## src/rtl/uart_pkg.sv

```systemverilog
// Shared types and constants for the UART pixel loader.
// Receiver state enum, baud divider helper, break byte value.
package uart_pkg;

  typedef enum logic [1:0] {
    IDLE,
    START,
    DATA,
    STOP
  } rx_state_t;

  localparam logic [7:0] BREAK_BYTE = 8'h00;

  // Clock cycles per bit, or half of that for the start-bit centre.
  function automatic int baud_div(
    input int clk_freq,
    input int bps,
    input bit half
  );
    int b;
    b = clk_freq / bps;
    return half ? (b / 2) : b;
  endfunction

endpackage

```

## src/rtl/uart_pixel_loader_if.sv

```systemverilog
// Pixel write handshake toward the frame-buffer FIFO.
// master: pix_valid/pix_data/pix_addr out, pix_ready in.
interface uart_pixel_loader_if #(
  parameter int ADDR_W = 19
) ();

  logic              pix_valid;
  logic [15:0]       pix_data;
  logic [ADDR_W-1:0] pix_addr;
  logic              pix_ready;

  modport master (
    output pix_valid,
    output pix_data,
    output pix_addr,
    input  pix_ready
  );

  modport slave (
    input  pix_valid,
    input  pix_data,
    input  pix_addr,
    output pix_ready
  );

endinterface

```

## src/rtl/uart_byte_rx.sv

```systemverilog
// 8N1 byte receiver: rx synchroniser, IDLE/START/DATA/STOP FSM.
// Ports: sys_clk, sys_rst, rx in; rx_byte, byte_ok, byte_ferr, is_break out.
module uart_byte_rx
  import uart_pkg::*;
#(
  parameter int CLK_FREQ = 50_000_000,
  parameter int UART_BPS = 115200
) (
  input  logic       sys_clk,
  input  logic       sys_rst,
  input  logic       rx,
  output logic [7:0] rx_byte,
  output logic       byte_ok,
  output logic       byte_ferr,
  output logic       is_break
);

  localparam int BAUD = baud_div(CLK_FREQ, UART_BPS, 1'b0);
  localparam int HALF = baud_div(CLK_FREQ, UART_BPS, 1'b1);
  localparam int CW   = $clog2(BAUD);

  localparam logic [CW-1:0] LAST  = CW'(BAUD - 1);
  localparam logic [CW-1:0] HLAST = CW'(HALF - 1);

  rx_state_t state, nxt;

  logic [1:0]    sync;
  logic          rx_s;
  logic          rx_d;
  logic [CW-1:0] cnt;
  logic [2:0]    bit_idx;
  logic [7:0]    shreg;
  logic          tick;

  assign rx_s    = sync[1];
  assign rx_byte = shreg;

  // START times out at mid-bit, every other state at a full bit.
  always_comb begin
    tick = 1'b0;
    if (state == START) tick = (cnt == HLAST);
    else                tick = (cnt == LAST);
  end

  always_ff @(posedge sys_clk) begin
    if (sys_rst) begin
      sync <= 2'b11;
      rx_d <= 1'b1;
    end else begin
      sync <= {sync[0], rx};
      rx_d <= rx_s;
    end
  end

  always_ff @(posedge sys_clk) begin
    if (sys_rst) state <= IDLE;
    else         state <= nxt;
  end

  always_comb begin
    nxt = state;
    unique case (state)
      IDLE:  if (rx_d && !rx_s) nxt = START;
      START: if (tick) nxt = rx_s ? IDLE : DATA;
      DATA:  if (tick && bit_idx == 3'd7) nxt = STOP;
      STOP:  if (tick) nxt = IDLE;
      default: nxt = IDLE;
    endcase
  end

  // bit_idx wraps 7->0 on the last data bit, so it is 0 on entry.
  always_ff @(posedge sys_clk) begin
    if (sys_rst) begin
      cnt     <= '0;
      bit_idx <= '0;
      shreg   <= '0;
    end else begin
      if (state == IDLE || tick) cnt <= '0;
      else                       cnt <= cnt + 1'b1;
      if (state == DATA && tick) begin
        shreg   <= {rx_s, shreg[7:1]};
        bit_idx <= bit_idx + 1'b1;
      end
    end
  end

  always_comb begin
    byte_ok   = 1'b0;
    byte_ferr = 1'b0;
    is_break  = 1'b0;
    if (state == STOP && tick) begin
      byte_ok   = rx_s;
      byte_ferr = !rx_s;
      is_break  = !rx_s && (shreg == BREAK_BYTE);
    end
  end

endmodule

```

## src/rtl/uart_pixel_loader.sv

```systemverilog
// UART to frame-buffer pixel loader: packs bytes into pixels, addresses.
// Ports: sys_clk, sys_rst, rx, clr_err, pix (master), frame_done, errs.
// Option: UART_BREAK_SYNC_EN turns a break into a frame resync.
module uart_pixel_loader
  import uart_pkg::*;
#(
  parameter int CLK_FREQ  = 50_000_000,
  parameter int UART_BPS  = 115200,
  parameter int PIX_BYTES = 1,
  parameter int FRAME_PIX = 307200,
  parameter int ADDR_W    = 19
) (
  input  logic sys_clk,
  input  logic sys_rst,
  input  logic rx,
  input  logic clr_err,
  uart_pixel_loader_if.master pix,
  output logic frame_done,
  output logic err_frame,
  output logic err_overrun
);

  localparam logic [ADDR_W-1:0] LAST_ADDR =
    ADDR_W'(FRAME_PIX - 1);

  logic [7:0]  rx_byte;
  logic        byte_ok;
  logic        byte_ferr;
  logic        is_break;
  logic        byte_idx;
  logic [7:0]  lo_byte;
  logic [15:0] new_word;
  logic        pix_done;
  logic        hs;
  logic        ovr_evt;
  logic        ferr_evt;
  logic        brk;

  uart_byte_rx #(
    .CLK_FREQ (CLK_FREQ),
    .UART_BPS (UART_BPS)
  ) u_rx (
    .sys_clk   (sys_clk),
    .sys_rst   (sys_rst),
    .rx        (rx),
    .rx_byte   (rx_byte),
    .byte_ok   (byte_ok),
    .byte_ferr (byte_ferr),
    .is_break  (is_break)
  );

`ifdef UART_BREAK_SYNC_EN
  assign brk      = is_break;
  assign ferr_evt = byte_ferr && !is_break;
`else
  // A break is just a framing error here.
  assign brk      = 1'b0;
  assign ferr_evt = byte_ferr || is_break;
`endif

  always_comb begin
    if (PIX_BYTES == 1) begin
      new_word = {8'h00, rx_byte};
      pix_done = byte_ok;
    end else begin
      new_word = {rx_byte, lo_byte};
      pix_done = byte_ok && byte_idx;
    end
  end

  assign hs         = pix.pix_valid && pix.pix_ready;
  assign frame_done = hs && (pix.pix_addr == LAST_ADDR);
  assign ovr_evt    = pix_done && pix.pix_valid && !pix.pix_ready;

  always_ff @(posedge sys_clk) begin
    if (sys_rst || brk) begin
      byte_idx <= 1'b0;
    end else if (byte_ok && PIX_BYTES == 2) begin
      byte_idx <= !byte_idx;
    end
  end

  always_ff @(posedge sys_clk) begin
    if (sys_rst) lo_byte <= '0;
    else if (byte_ok && !byte_idx) lo_byte <= rx_byte;
  end

  // A pixel completing in the handshake cycle replaces the old one.
  always_ff @(posedge sys_clk) begin
    if (sys_rst) begin
      pix.pix_valid <= 1'b0;
      pix.pix_data  <= '0;
    end else if (brk) begin
      pix.pix_valid <= 1'b0;
    end else if (pix_done && !ovr_evt) begin
      pix.pix_valid <= 1'b1;
      pix.pix_data  <= new_word;
    end else if (hs) begin
      pix.pix_valid <= 1'b0;
    end
  end

  always_ff @(posedge sys_clk) begin
    if (sys_rst || brk) begin
      pix.pix_addr <= '0;
    end else if (hs) begin
      if (pix.pix_addr == LAST_ADDR) pix.pix_addr <= '0;
      else pix.pix_addr <= pix.pix_addr + 1'b1;
    end
  end

  // A new error event wins over a simultaneous clear.
  always_ff @(posedge sys_clk) begin
    if (sys_rst) begin
      err_frame   <= 1'b0;
      err_overrun <= 1'b0;
    end else begin
      if (ferr_evt)     err_frame <= 1'b1;
      else if (clr_err) err_frame <= 1'b0;
      if (ovr_evt)      err_overrun <= 1'b1;
      else if (clr_err) err_overrun <= 1'b0;
    end
  end

endmodule

```

## src/flat_wrapper.sv

```systemverilog
// flat-port wrapper written by rule: the top's interface ports become plain ports
module uart_pixel_loader_flat import uart_pkg::*;
#(
  parameter int CLK_FREQ  = 50_000_000,
  parameter int UART_BPS  = 115200,
  parameter int PIX_BYTES = 1,
  parameter int FRAME_PIX = 307200,
  parameter int ADDR_W    = 19
)
  (sys_clk, sys_rst, rx, clr_err, frame_done, err_frame, err_overrun, pix_pix_valid, pix_pix_data, pix_pix_addr, pix_pix_ready);
  uart_pixel_loader_if #(.ADDR_W(ADDR_W)) pix_i ();
  input  logic sys_clk;
  input  logic sys_rst;
  input  logic rx;
  input  logic clr_err;
  output logic frame_done;
  output logic err_frame;
  output logic err_overrun;
  output wire logic [$bits(pix_i.pix_valid)-1:0] pix_pix_valid;
  output wire logic [$bits(pix_i.pix_data)-1:0] pix_pix_data;
  output wire logic [$bits(pix_i.pix_addr)-1:0] pix_pix_addr;
  input wire logic [$bits(pix_i.pix_ready)-1:0] pix_pix_ready;
  assign pix_pix_valid = pix_i.pix_valid;
  assign pix_pix_data = pix_i.pix_data;
  assign pix_pix_addr = pix_i.pix_addr;
  assign pix_i.pix_ready = pix_pix_ready;
  uart_pixel_loader #(.CLK_FREQ(CLK_FREQ), .UART_BPS(UART_BPS), .PIX_BYTES(PIX_BYTES), .FRAME_PIX(FRAME_PIX), .ADDR_W(ADDR_W)) u_core (.sys_clk(sys_clk), .sys_rst(sys_rst), .rx(rx), .clr_err(clr_err), .pix(pix_i), .frame_done(frame_done), .err_frame(err_frame), .err_overrun(err_overrun));
endmodule
```

## config.mk

```make
export PLATFORM = sky130hd
export DESIGN_NAME = uart_pixel_loader_flat
export DESIGN_NICKNAME = d
export VERILOG_FILES = /design/src/rtl/uart_pkg.sv /design/src/rtl/uart_pixel_loader_if.sv /design/src/rtl/uart_byte_rx.sv /design/src/rtl/uart_pixel_loader.sv /design/src/flat_wrapper.sv
export SDC_FILE = /design/constraint.sdc
export NUM_CORES = 1
export LEC_CHECK = 0
export BUFFER_PORTS_ARGS = -buffer_cell sky130_fd_sc_hd__buf_2
export CORE_AREA = 3 3 65 91
export CTS_CLUSTER_SIZE = 25
export DETAILED_ROUTE_END_ITERATION = 6
export DIE_AREA = 0 0 68 94
export PLACE_DENSITY = 0.72
export SLEW_MARGIN = 20
export SYNTH_ARGS = -nofsm -noshare
export SYNTH_HDL_FRONTEND = slang
export SYNTH_SLANG_ARGS = --single-unit
```

## constraint.sdc

```tcl
create_clock -name sys_clk -period 2.2 [get_ports sys_clk]
set_input_delay 0.22 -clock sys_clk [delete_from_list [all_inputs] [get_ports sys_clk]]
set_output_delay 0.22 -clock sys_clk [all_outputs]
set_load 0.03 [all_outputs]
```

==> results of run 1 <==
-- critical path: cells and delay by family (launching register included) --
kind / cells / cell delay [ps]
and+or+nand+nor: 3 / 650
DFF: 1 / 420
adders and majority gates: 1 / 210
buffers and inverters: 1 / 200
-- through the flow --
stage                     hold slack [ps]  util (%)  area [sq um]  total power, mW
after detailed placement              398      52.6          2730             1.08
after global placement                396      52.6          2730             1.08
after floorplan                       324         -          2570             1.08
after CTS                            95.9      54.3          2820             1.62
after global routing                 95.0      54.3          2820             1.67
final                                98.2      54.3          2820             1.61
-- synth_stat cells (all sizes together) (4+ instances only) --
library cell	number	area, sq um
dfxtp	55	1100
nor2	30	113
nand2b	18	113
mux2i	17	170
buf	13	91.3
xor2	13	114
nand2	12	45.0
nand4	10	62.6
a21oi	9	48.8
nand3	9	45.0
clkbuf	7	26.3
o21ai	7	35.0
xnor2	7	61.3
and4	5	43.8
inv	5	18.8
or2	5	31.3
or3	5	31.3
ha	4	50.1
nor4	4	40.0
-- area by class of cell --
type                    count  area, sq um
clock buffers               6         82.6
clock inverters             1         5.00
fillers                   499         2380
inverters                   5         18.8
multi-input cells         199         1330
flip-flops and latches     55         1100
well taps                  66         82.6
repair buffers             38          198
-- registers in the layout, indices dropped and copies added, names as in the netlist, named ones only --
| signal | flops |
|---|---|
| u_core.u_rx.cnt | 9 |
| u_core.u_rx.state | 1 |
| u_core.pix.pix_valid | 1 |
| u_core.pix.pix_addr | 19 |
| u_core.err_frame | 1 |
| u_core.u_rx.bit_idx | 3 |
| u_core.u_rx.rx_d | 1 |
| u_core.err_overrun | 1 |
| u_core.u_rx.rx_byte | 8 |
| u_core.pix.pix_data | 8 |
| u_core.u_rx.sync | 2 |
-- metal layers --
layer / part of all wire (%) / wire length, um / vias to the layer above / GRT usage, %
met1: 43 / 2070 / 924 / 20.6
li1: - / - / 993 / -
met5: 0 / 0 / - / 0
met3: 4.9 / 236 / 5 / 3.71
met4: 1.2 / 58 / 0 / 4.81
met2: 50 / 2400 / 46 / 28.4
-- logic make-up (layout without fill, tap and decap cells) --
logic type / count (synthesis) / count (layout) / share of synthesized area [%]
and+or+nand+nor: 125 / 125 / 29.2
DFF: 55 / 55 / 43.3
AOI/OAI and AO/OA: 25 / 25 / 6.49
buffers and inverters: 25 / 50 / 5.36
xor gates and xnor gates: 20 / 20 / 6.88
muxes: 17 / 17 / 6.69
adders and majority gates: 4 / 4 / 1.97
other: 1 / 8 / 0.147
-- worst max path at each step --
stage | cells after the start | to | startpoint
4_1_cts | 5 | frame_done | u_core.pix.pix_addr[0]$_SDFFE_PP0P_
5_1_grt | 5 | frame_done | u_core.pix.pix_addr[0]$_SDFFE_PP0P_
6_report | 5 | frame_done | u_core.pix.pix_addr[0]$_SDFFE_PP0P_
2_1_floorplan | 5 | frame_done | u_core.pix.pix_addr[0]$_SDFFE_PP0P_
3_3_place_gp | 4 | u_core.pix.pix_data[2]$_SDFFE_PP0P_ | u_core.u_rx.cnt[0]$_SDFF_PP0_
3_5_place_dp | 4 | u_core.pix.pix_data[1]$_SDFFE_PP0P_ | u_core.u_rx.cnt[0]$_SDFF_PP0_
-- where the power goes --
group	internal, mW	switching, mW
clock network	0.248	0.306
logic	0.0155	0.0370
registers	0.998	0.00377
total	1.26	0.347
==> metrics.yaml, run 1 <==
outcome:
  status: "finished clean"
detailed_routing:
  avgViaCountPerCell: 5.32
  first_pass_iters: 4
  ant_nets: 0
  drt-initial-drc-count: 118
  remaining_drc_errors: 0
  wire_per_inst_um: 12.9
  drt_wl_total_um: 4770
  via_count: 1968
timing:
  drv_slew: 0
  slew-limit-headroom_pct: 59.1
  finalSetupViolations: 0
  finalHoldViolCount: 0
  fin_crit_ps: 2020
  worst_pin_slew_ps: 613
  max_freq_ghz: 0.496
  tns_ps: 0
  rsz0062_at_grt: "no"
  worst_slack_ps: 184
  fin_skew_ps: 4.96
  fin_crit_sh_pct: 91.6
synthesis:
  ys_seq_area_share_pct: 43.3
  synth_async_sr_flop_share_pct: 0
  synth_cells: 272
  avgSynthCellArea_sq_um: 9.36
  yosys_warnings: 0
  synth_cell_types: 46
  synth-seq-cells: 55
  synth_edf_count: 0
  syn_area_sq_um: 2540
  ys.flop_type: "dfxtp_1"
grt:
  grt_use_total_pct: 16.7
  grt-ovfl-total: 0
  antenna_found_initial: 0
  grt_pass1_vias: 1882
  grt_pass1_wl_um: 8450
  grt_max_degree: 40
run:
  drv_cap: 0
floorplanning:
  die-width_um: 68
  dieHeight_um: 94
  row_count: 31
  initial_core_util_pct: 49.0
  core_sq_um: 5200
  dieArea_sq_um: 6390
  floorplan.io_pins: 44
clock_network:
  post_cts_buffers: 0
  cts_buffers: 5
  h-tree-depth: 2
  clk_pin_slew_ps: 90
  clock_sinks: 55
  cts-resized-gates: 0
  clockRootBuffer: "clkbuf_8"
  clockBufferDepth: 2
  holdBufCountCts: 0
  cts_tree: "built"
  clock_latency_ps: 300
final_layout:
  final_cell_mix: "dfxtp_1, buf_2, nor2_1"
  layout_commonest_cell: "dfxtp_1"
  final_cell_count_no_fill: 370
  n_antenna_cell: 0
  syn2layout_area_growth_pct: 10.9
  drive_above_1_share_pct: 18.8
  nets: 313
pwr:
  leakagePower_nw: 1.06
  max-vdd-ir-drop_mv: 0.343
  powerDensity_nw_per_um2: 570
worst_setup_path:
  max_stage_delay_ps: 420
  path_cells: "ha_1, and4_1, nand3_1, nor2_1, buf_2"
  worstSetupPathType: "flop to output pin"
  rrSetupSlack_ps: 420
  cp.arrival_ps: 1800
  rr_endpoint: "u_core.err_overrun$_SDFFE_PP0P_"
  crit_fanout: 6
  reg2reg_from: "u_core.u_rx.cnt[6]$_SDFF_PP0_"
  crit_path_end_kind: "output pin"
  critPathLaunchType: "flop"
  cp_data_required_time_ps: 1980
  slowest_stage: "dfxtp_1"
  worstRegToRegCells: 4
placed_design:
  routabilityCongestion: 0.813
  dp_hpwl_um: 3500
  place_ws_ps: 420
  port_buffers: 35
  dp_cells: 363
hold_path:
  hp-class: "primary input to flop"
  min_from: "rx"
  min_to: "u_core.u_rx.sync[0]$_SDFF_PP1_"
  min_delay_path_depth: 2
No activity file was read; power rests on OpenSTA's default activity.
==> inputs of run 2 (changes only) <==
--- a/config.mk
+++ b/config.mk
@@ -6,11 +6,11 @@
 export NUM_CORES = 1
 export LEC_CHECK = 0
 export BUFFER_PORTS_ARGS = -buffer_cell sky130_fd_sc_hd__buf_2
-export CORE_AREA = 3 3 65 91
+export CORE_AREA = 3 3 62 87
 export CTS_CLUSTER_SIZE = 25
 export DETAILED_ROUTE_END_ITERATION = 6
-export DIE_AREA = 0 0 68 94
-export PLACE_DENSITY = 0.72
+export DIE_AREA = 0 0 65 90
+export PLACE_DENSITY = 0.78
 export SLEW_MARGIN = 20
 export SYNTH_ARGS = -nofsm -noshare
 export SYNTH_HDL_FRONTEND = slang
==> run 2 against run 1 <==
  * Sequential cell count unchanged
  * Combinational power shrank 1%
  * First-iteration DRC count decreased by 18%
  * Critical path depth unchanged
  * Sequential share of layout area is 0.052 points higher
  * Critical endpoint unchanged
  * Largest cell class unchanged
==> metrics.yaml, run 2 (synthesis gave the netlist of run 1 again) <==
timing:
  max_freq_ghz: 0.489
  fin_crit_ps: 2040
  worst_slack_ps: 156
  drv_slew: 0
  worst_pin_slew_ps: 575
  finalSetupViolations: 0
  finalHoldViolCount: 0
  fin_crit_sh_pct: 92.9
  rsz0062_at_grt: "no"
  hold_ws_ps: 82.1
  fin_skew_ps: 10.0
  tns_ps: 0
  slew-limit-headroom_pct: 61.6
worst_setup_path:
  max_stage_delay_ps: 440
  crit_path_end_kind: "output pin"
  crit_buf_inv: 1
  cp_top_family: "simple AND/OR/NAND/NOR gates"
  cp.arrival_ps: 1820
  rr_endpoint: "u_core.err_overrun$_SDFFE_PP0P_"
  reg2reg_from: "u_core.u_rx.cnt[6]$_SDFF_PP0_"
  path_cells: "ha_1, and4_1, nand3_1, nor2_1, buf_2"
  worstRegToRegCells: 4
  critPathLaunchType: "flop"
  worstSetupPathType: "flop to output pin"
  slowest_stage: "dfxtp_1"
  rrSetupSlack_ps: 420
  crit_fanout: 6
  cp_data_required_time_ps: 1980
final_layout:
  reg_top3: "u_core.pix.pix_addr (19), u_core.u_rx.cnt (9)"
  syn2layout_area_growth_pct: 10.7
  layout_commonest_cell: "dfxtp_1"
  drive_above_1_share_pct: 18.7
  final_cell_mix: "dfxtp_1, buf_2, nor2_1"
  multi_input_area_sq_um: 1330
  final_cell_count_no_fill: 367
  regArea_sq_um: 1100
  n_antenna_cell: 0
  fillers: 426
  largest_register_ffs: 19
  regMostFlops: "u_core.pix.pix_addr"
  nets: 313
floorplanning:
  initial_core_util_pct: 55.2
  dieArea_sq_um: 5850
  floorplan.io_pins: 44
  dieHeight_um: 90
  core_sq_um: 4610
  die-width_um: 65
  row_count: 29
detailed_routing:
  ant_nets: 0
  first_pass_iters: 4
  drt-initial-drc-count: 97
  drt_wl_total_um: 4710
  avgViaCountPerCell: 5.33
  remaining_drc_errors: 0
  via_count: 1957
  wire_per_inst_um: 12.8
clock_network:
  clock_latency_ps: 310
  holdBufCountCts: 0
  cts_tree: "built"
  clk_pin_slew_ps: 100
  post_cts_buffers: 0
  h-tree-depth: 2
  cts-resized-gates: 0
  clockRootBuffer: "clkbuf_8"
  clockBufferDepth: 2
  clock_sinks: 55
  cts_buffers: 5
pwr:
  max-vdd-ir-drop_mv: 0.496
  leakagePower_nw: 1.05
  powerDensity_nw_per_um2: 573
placed_design:
  dp_cells: 359
  dp_hpwl_um: 3360
  routabilityCongestion: 0.867
  place_ws_ps: 432
  port_buffers: 35
hold_path:
  min_to: "u_core.u_rx.sync[0]$_SDFF_PP1_"
  min_delay_path_depth: 2
  hp-class: "primary input to flop"
  min_from: "rx"
outcome:
  status: "finished clean"
grt:
  grt_max_degree: 40
  grt_use_total_pct: 16.9
  grt_pass1_wl_um: 7950
  met3_usage_pct: 4.61
  grt_busiest_layer: "met2"
  use_met1_pct: 20.1
  grtUsageMet2_pct: 28.4
  grt_pass1_vias: 1795
  antenna_found_initial: 0
  grt-ovfl-total: 0
run:
  drv_cap: 0
-- run 2: changes by cell type in the layout (fill, tap and decap cells not counted) --
cell	before	now
clkbuf_1	0	1
clkbuf_8	6	5
clkinv_2	1	0
clkinvlp_4	0	1
inv_6	0	1
-- run 2: area by class of cell --
class / count / area share, %
Clock buffer: 6 / 2.58
Clock inverter: 2 / 0.577
Inverter: 5 / 0.666
Multi-Input combinational cell: 199 / 47.3
Sequential cell: 55 / 39.1
Tap cell: 62 / 2.75
Timing Repair Buffer: 38 / 7.02
-- run 2: worst max-delay path by stage --
stage                                         from                              end  slack, ps  cells past startpoint
6_report       u_core.pix.pix_addr[0]$_SDFFE_PP0P_                       frame_done        160                      5
5_1_grt        u_core.pix.pix_addr[0]$_SDFFE_PP0P_                       frame_done         30                      5
4_1_cts        u_core.pix.pix_addr[0]$_SDFFE_PP0P_                       frame_done        160                      5
3_5_place_dp         u_core.u_rx.cnt[6]$_SDFF_PP0_  u_core.err_overrun$_SDFFE_PP0P_        430                      4
3_3_place_gp                                  flop  u_core.err_overrun$_SDFFE_PP0P_        480                      4
2_1_floorplan  u_core.pix.pix_addr[0]$_SDFFE_PP0P_                       frame_done        240                      5
-- run 2: per-layer routing --
layer  vias to the layer above  routed length, um
met3                         4                208
met2                        46               2360
met1                       912               2090
li1                        995                  -
met5                         -                  0
met4                         0                 43
-- run 2: power by group --
part           total, mW  switching (mW)  internal [mW]
Sequential          1.00         0.00389          0.999
Clock              0.561           0.332          0.229
Combinational     0.0518          0.0364         0.0155
-- run 2: through the flow --
| step | utilization, % | power (mW) | cell area, sq um |
|---|---|---|---|
| detailed placement | 59.2 | 1.08 | 2730 |
| global placement | 59.2 | 1.08 | 2730 |
| finish | 61.1 | 1.62 | 2820 |
| global route | 61.1 | 1.68 | 2820 |
| CTS | 61.1 | 1.64 | 2820 |
| floorplan | - | 1.08 | 2570 |
==> inputs of run 3 (changes only) <==
--- a/config.mk
+++ b/config.mk
@@ -5,13 +5,15 @@
 export SDC_FILE = /design/constraint.sdc
 export NUM_CORES = 1
 export LEC_CHECK = 0
+export ABC_AREA = 1
 export BUFFER_PORTS_ARGS = -buffer_cell sky130_fd_sc_hd__buf_2
-export CORE_AREA = 3 3 62 87
+export CORE_AREA = 3 3 63 89
 export CTS_CLUSTER_SIZE = 25
 export DETAILED_ROUTE_END_ITERATION = 6
-export DIE_AREA = 0 0 65 90
-export PLACE_DENSITY = 0.78
-export SLEW_MARGIN = 20
+export DIE_AREA = 0 0 66 92
+export HOLD_SLACK_MARGIN = 0.03
+export PLACE_DENSITY = 0.79
+export SLEW_MARGIN = 40
 export SYNTH_ARGS = -nofsm -noshare
 export SYNTH_HDL_FRONTEND = slang
 export SYNTH_SLANG_ARGS = --single-unit
==> run 3 against run 2 <==
  * Critical path depth is 3 higher
  * Non-clock buffer count shrank 1
  * Fmax is 3.9% lower
  * Global-route usage increased by 1.7 points
==> metrics.yaml, run 3 <==
worst_setup_path:
  rrSetupSlack_ps: 380
  cp.arrival_ps: 1910
  crit_buf_inv: 1
  slowest_stage: "dfxtp_4"
  cp_data_required_time_ps: 1980
  reg2reg_from: "u_core.pix.pix_addr[0]$_SDFFE_PP0P_"
  max_stage_delay_ps: 400
  rr_endpoint: "u_core.pix.pix_addr[11]$_SDFFE_PP0P_"
  crit_fanout: 6
  cp_top_family: "simple AND/OR/NAND/NOR gates"
  crit_path_end_kind: "output pin"
  critPathLaunchType: "flop"
  worstSetupPathType: "flop to output pin"
  timing.critical_path.mode_cell: "nor2_2"
  crit_start: "u_core.pix.pix_addr[0]$_SDFFE_PP0P_"
  worstRegToRegCells: 8
  path_cells: "ha_1, nand2_1, nor2_2, nand3_1, nor2_2, nand2_2, nor2_2, buf_4"
final_layout:
  syn2layout_area_growth_pct: 12.5
  layout_commonest_cell: "nand2_1"
  design_area_sq_um: 3030
  largest_register_ffs: 19
  drive_above_1_share_pct: 20.4
  reg_top3: "u_core.pix.pix_addr (19), u_core.u_rx.cnt (9)"
  regMostFlops: "u_core.pix.pix_addr"
  finish.utilization_pct: 62.7
  n_antenna_cell: 0
  nets: 410
  final_cell_mix: "nand2_1, inv_1, dfxtp_1"
timing:
  finalSetupViolations: 0
  finalHoldViolCount: 0
  fin_crit_ps: 2130
  fin_skew_ps: 11.6
  max_freq_ghz: 0.470
  slew-limit-headroom_pct: 65.5
  tns_ps: 0
  drv_slew: 0
  fin_crit_sh_pct: 96.7
  worst_slack_ps: 72.9
  worst_pin_slew_ps: 514
pwr:
  powerDensity_nw_per_um2: 576
  finalPower_mw: 1.75
  max-vdd-ir-drop_mv: 0.414
  leakagePower_nw: 1.25
hold_path:
  min_to: "u_core.u_rx.sync[0]$_SDFF_PP1_"
  min_delay_path_depth: 2
  hp-class: "primary input to flop"
  min_from: "rx"
synthesis:
  avgSynthCellArea_sq_um: 7.43
  yosys_warnings: 0
  synth_edf_count: 0
  ys.flop_type: "dfxtp_1"
  synth-seq-cells: 55
  synth_async_sr_flop_share_pct: 0
  yosys-top-cells-count: "nand2_1, dfxtp_1, inv_1, nor2_1"
  ys_seq_area_share_pct: 40.8
  synth.most_common_cell: "nand2_1"
  synth_cells: 363
  syn_area_sq_um: 2700
  synth_cell_types: 37
  synth_area_leaders: "dfxtp_1, nand2_1, inv_1"
  netlist.area_leader.share_pct: 40.8
  yosys.area.top_type: "dfxtp_1"
detailed_routing:
  first_pass_iters: 4
  drt-initial-drc-count: 118
  via_count: 2305
  avgViaCountPerCell: 4.95
  remaining_drc_errors: 0
  drt_wl_total_um: 5280
  wire_per_inst_um: 11.3
  ant_nets: 0
grt:
  grt_use_total_pct: 18.6
  grt_pass1_vias: 2175
  grt_pass1_wl_um: 9150
  grt_max_degree: 19
  grt-ovfl-total: 0
  antenna_found_initial: 0
placed_design:
  routabilityCongestion: 0.851
  dp_hpwl_um: 3880
  port_buffers: 35
  place_ws_ps: 334
  place_area_sq_um: 2900
floorplanning:
  row_count: 30
  initial_core_util_pct: 55.7
  dieArea_sq_um: 6070
  floorplan.io_pins: 44
  core_sq_um: 4840
  dieHeight_um: 92
  die-width_um: 66
outcome:
  status: "finished clean"
clock_network:
  clockBufferDepth: 2
  cts_tree: "built"
  h-tree-depth: 2
  clk_pin_slew_ps: 100
  clock_sinks: 55
  cts_buffers: 5
  clock_latency_ps: 310
  clockRootBuffer: "clkbuf_8"
run:
  drv_cap: 0
-- run 3: worst max-delay path by stage --
stage	cells past startpoint	end	slack (ps)
floorplan	10	u_core.pix.pix_addr[14]$_SDFFE_PP0P_	140
global placement	8	u_core.pix.pix_addr[7]$_SDFFE_PP0P_	440
detailed placement	8	u_core.pix.pix_addr[7]$_SDFFE_PP0P_	330
CTS	8	frame_done	50
global route	8	frame_done	-30
finish	8	frame_done	70
-- run 3: metrics by stage --
stage / hold WS, ps / instances
global route: 109 / 466
global placement: 396 / 457
floorplan: 324 / 370
CTS: 88.2 / 465
detailed placement: 398 / 457
finish: 103 / 466
-- run 3: kinds of logic after synthesis --
logic type | share of synthesized area (%)
simple gates | 32.2
xor+xnor | 3.90
fa+ha+maj | 1.86
buf+inv | 11.7
compound gates | 9.37
other cells | 0.139
flops | 40.8
-- run 3: layer usage --
metal	vias up	wire, um	global-route usage (%)
met3	11	193	3.55
met1	1044	2230	21.0
met5	-	0	0
met2	44	2750	32.8
li1	1206	-	-
met4	0	99	8.64
-- run 3: repair_timing --
action | 4_1_cts | 5_1_grt
hold buffers | 0 | 0
resized for setup | 1 | 5
setup buffers | 0 | 1
endpoints found under the setup margin | 1 | 1
pin swaps | 0 | 2
-- run 3: final cells by class --
type	count	area (sq um)
Clock buffer	5	68.8
Multi-Input combinational cell	241	1310
Tap cell	64	80.1
Inverter	61	229
Clock inverter	3	46.3
Sequential cell	55	1110
Fill cell	438	1810
Timing Repair Buffer	37	193
-- run 3: report_power, final --
part,internal [mW],switching [mW]
combinational,0.0126,0.0446
sequential,0.997,0.00587
clock,0.343,0.343
total,1.35,0.393
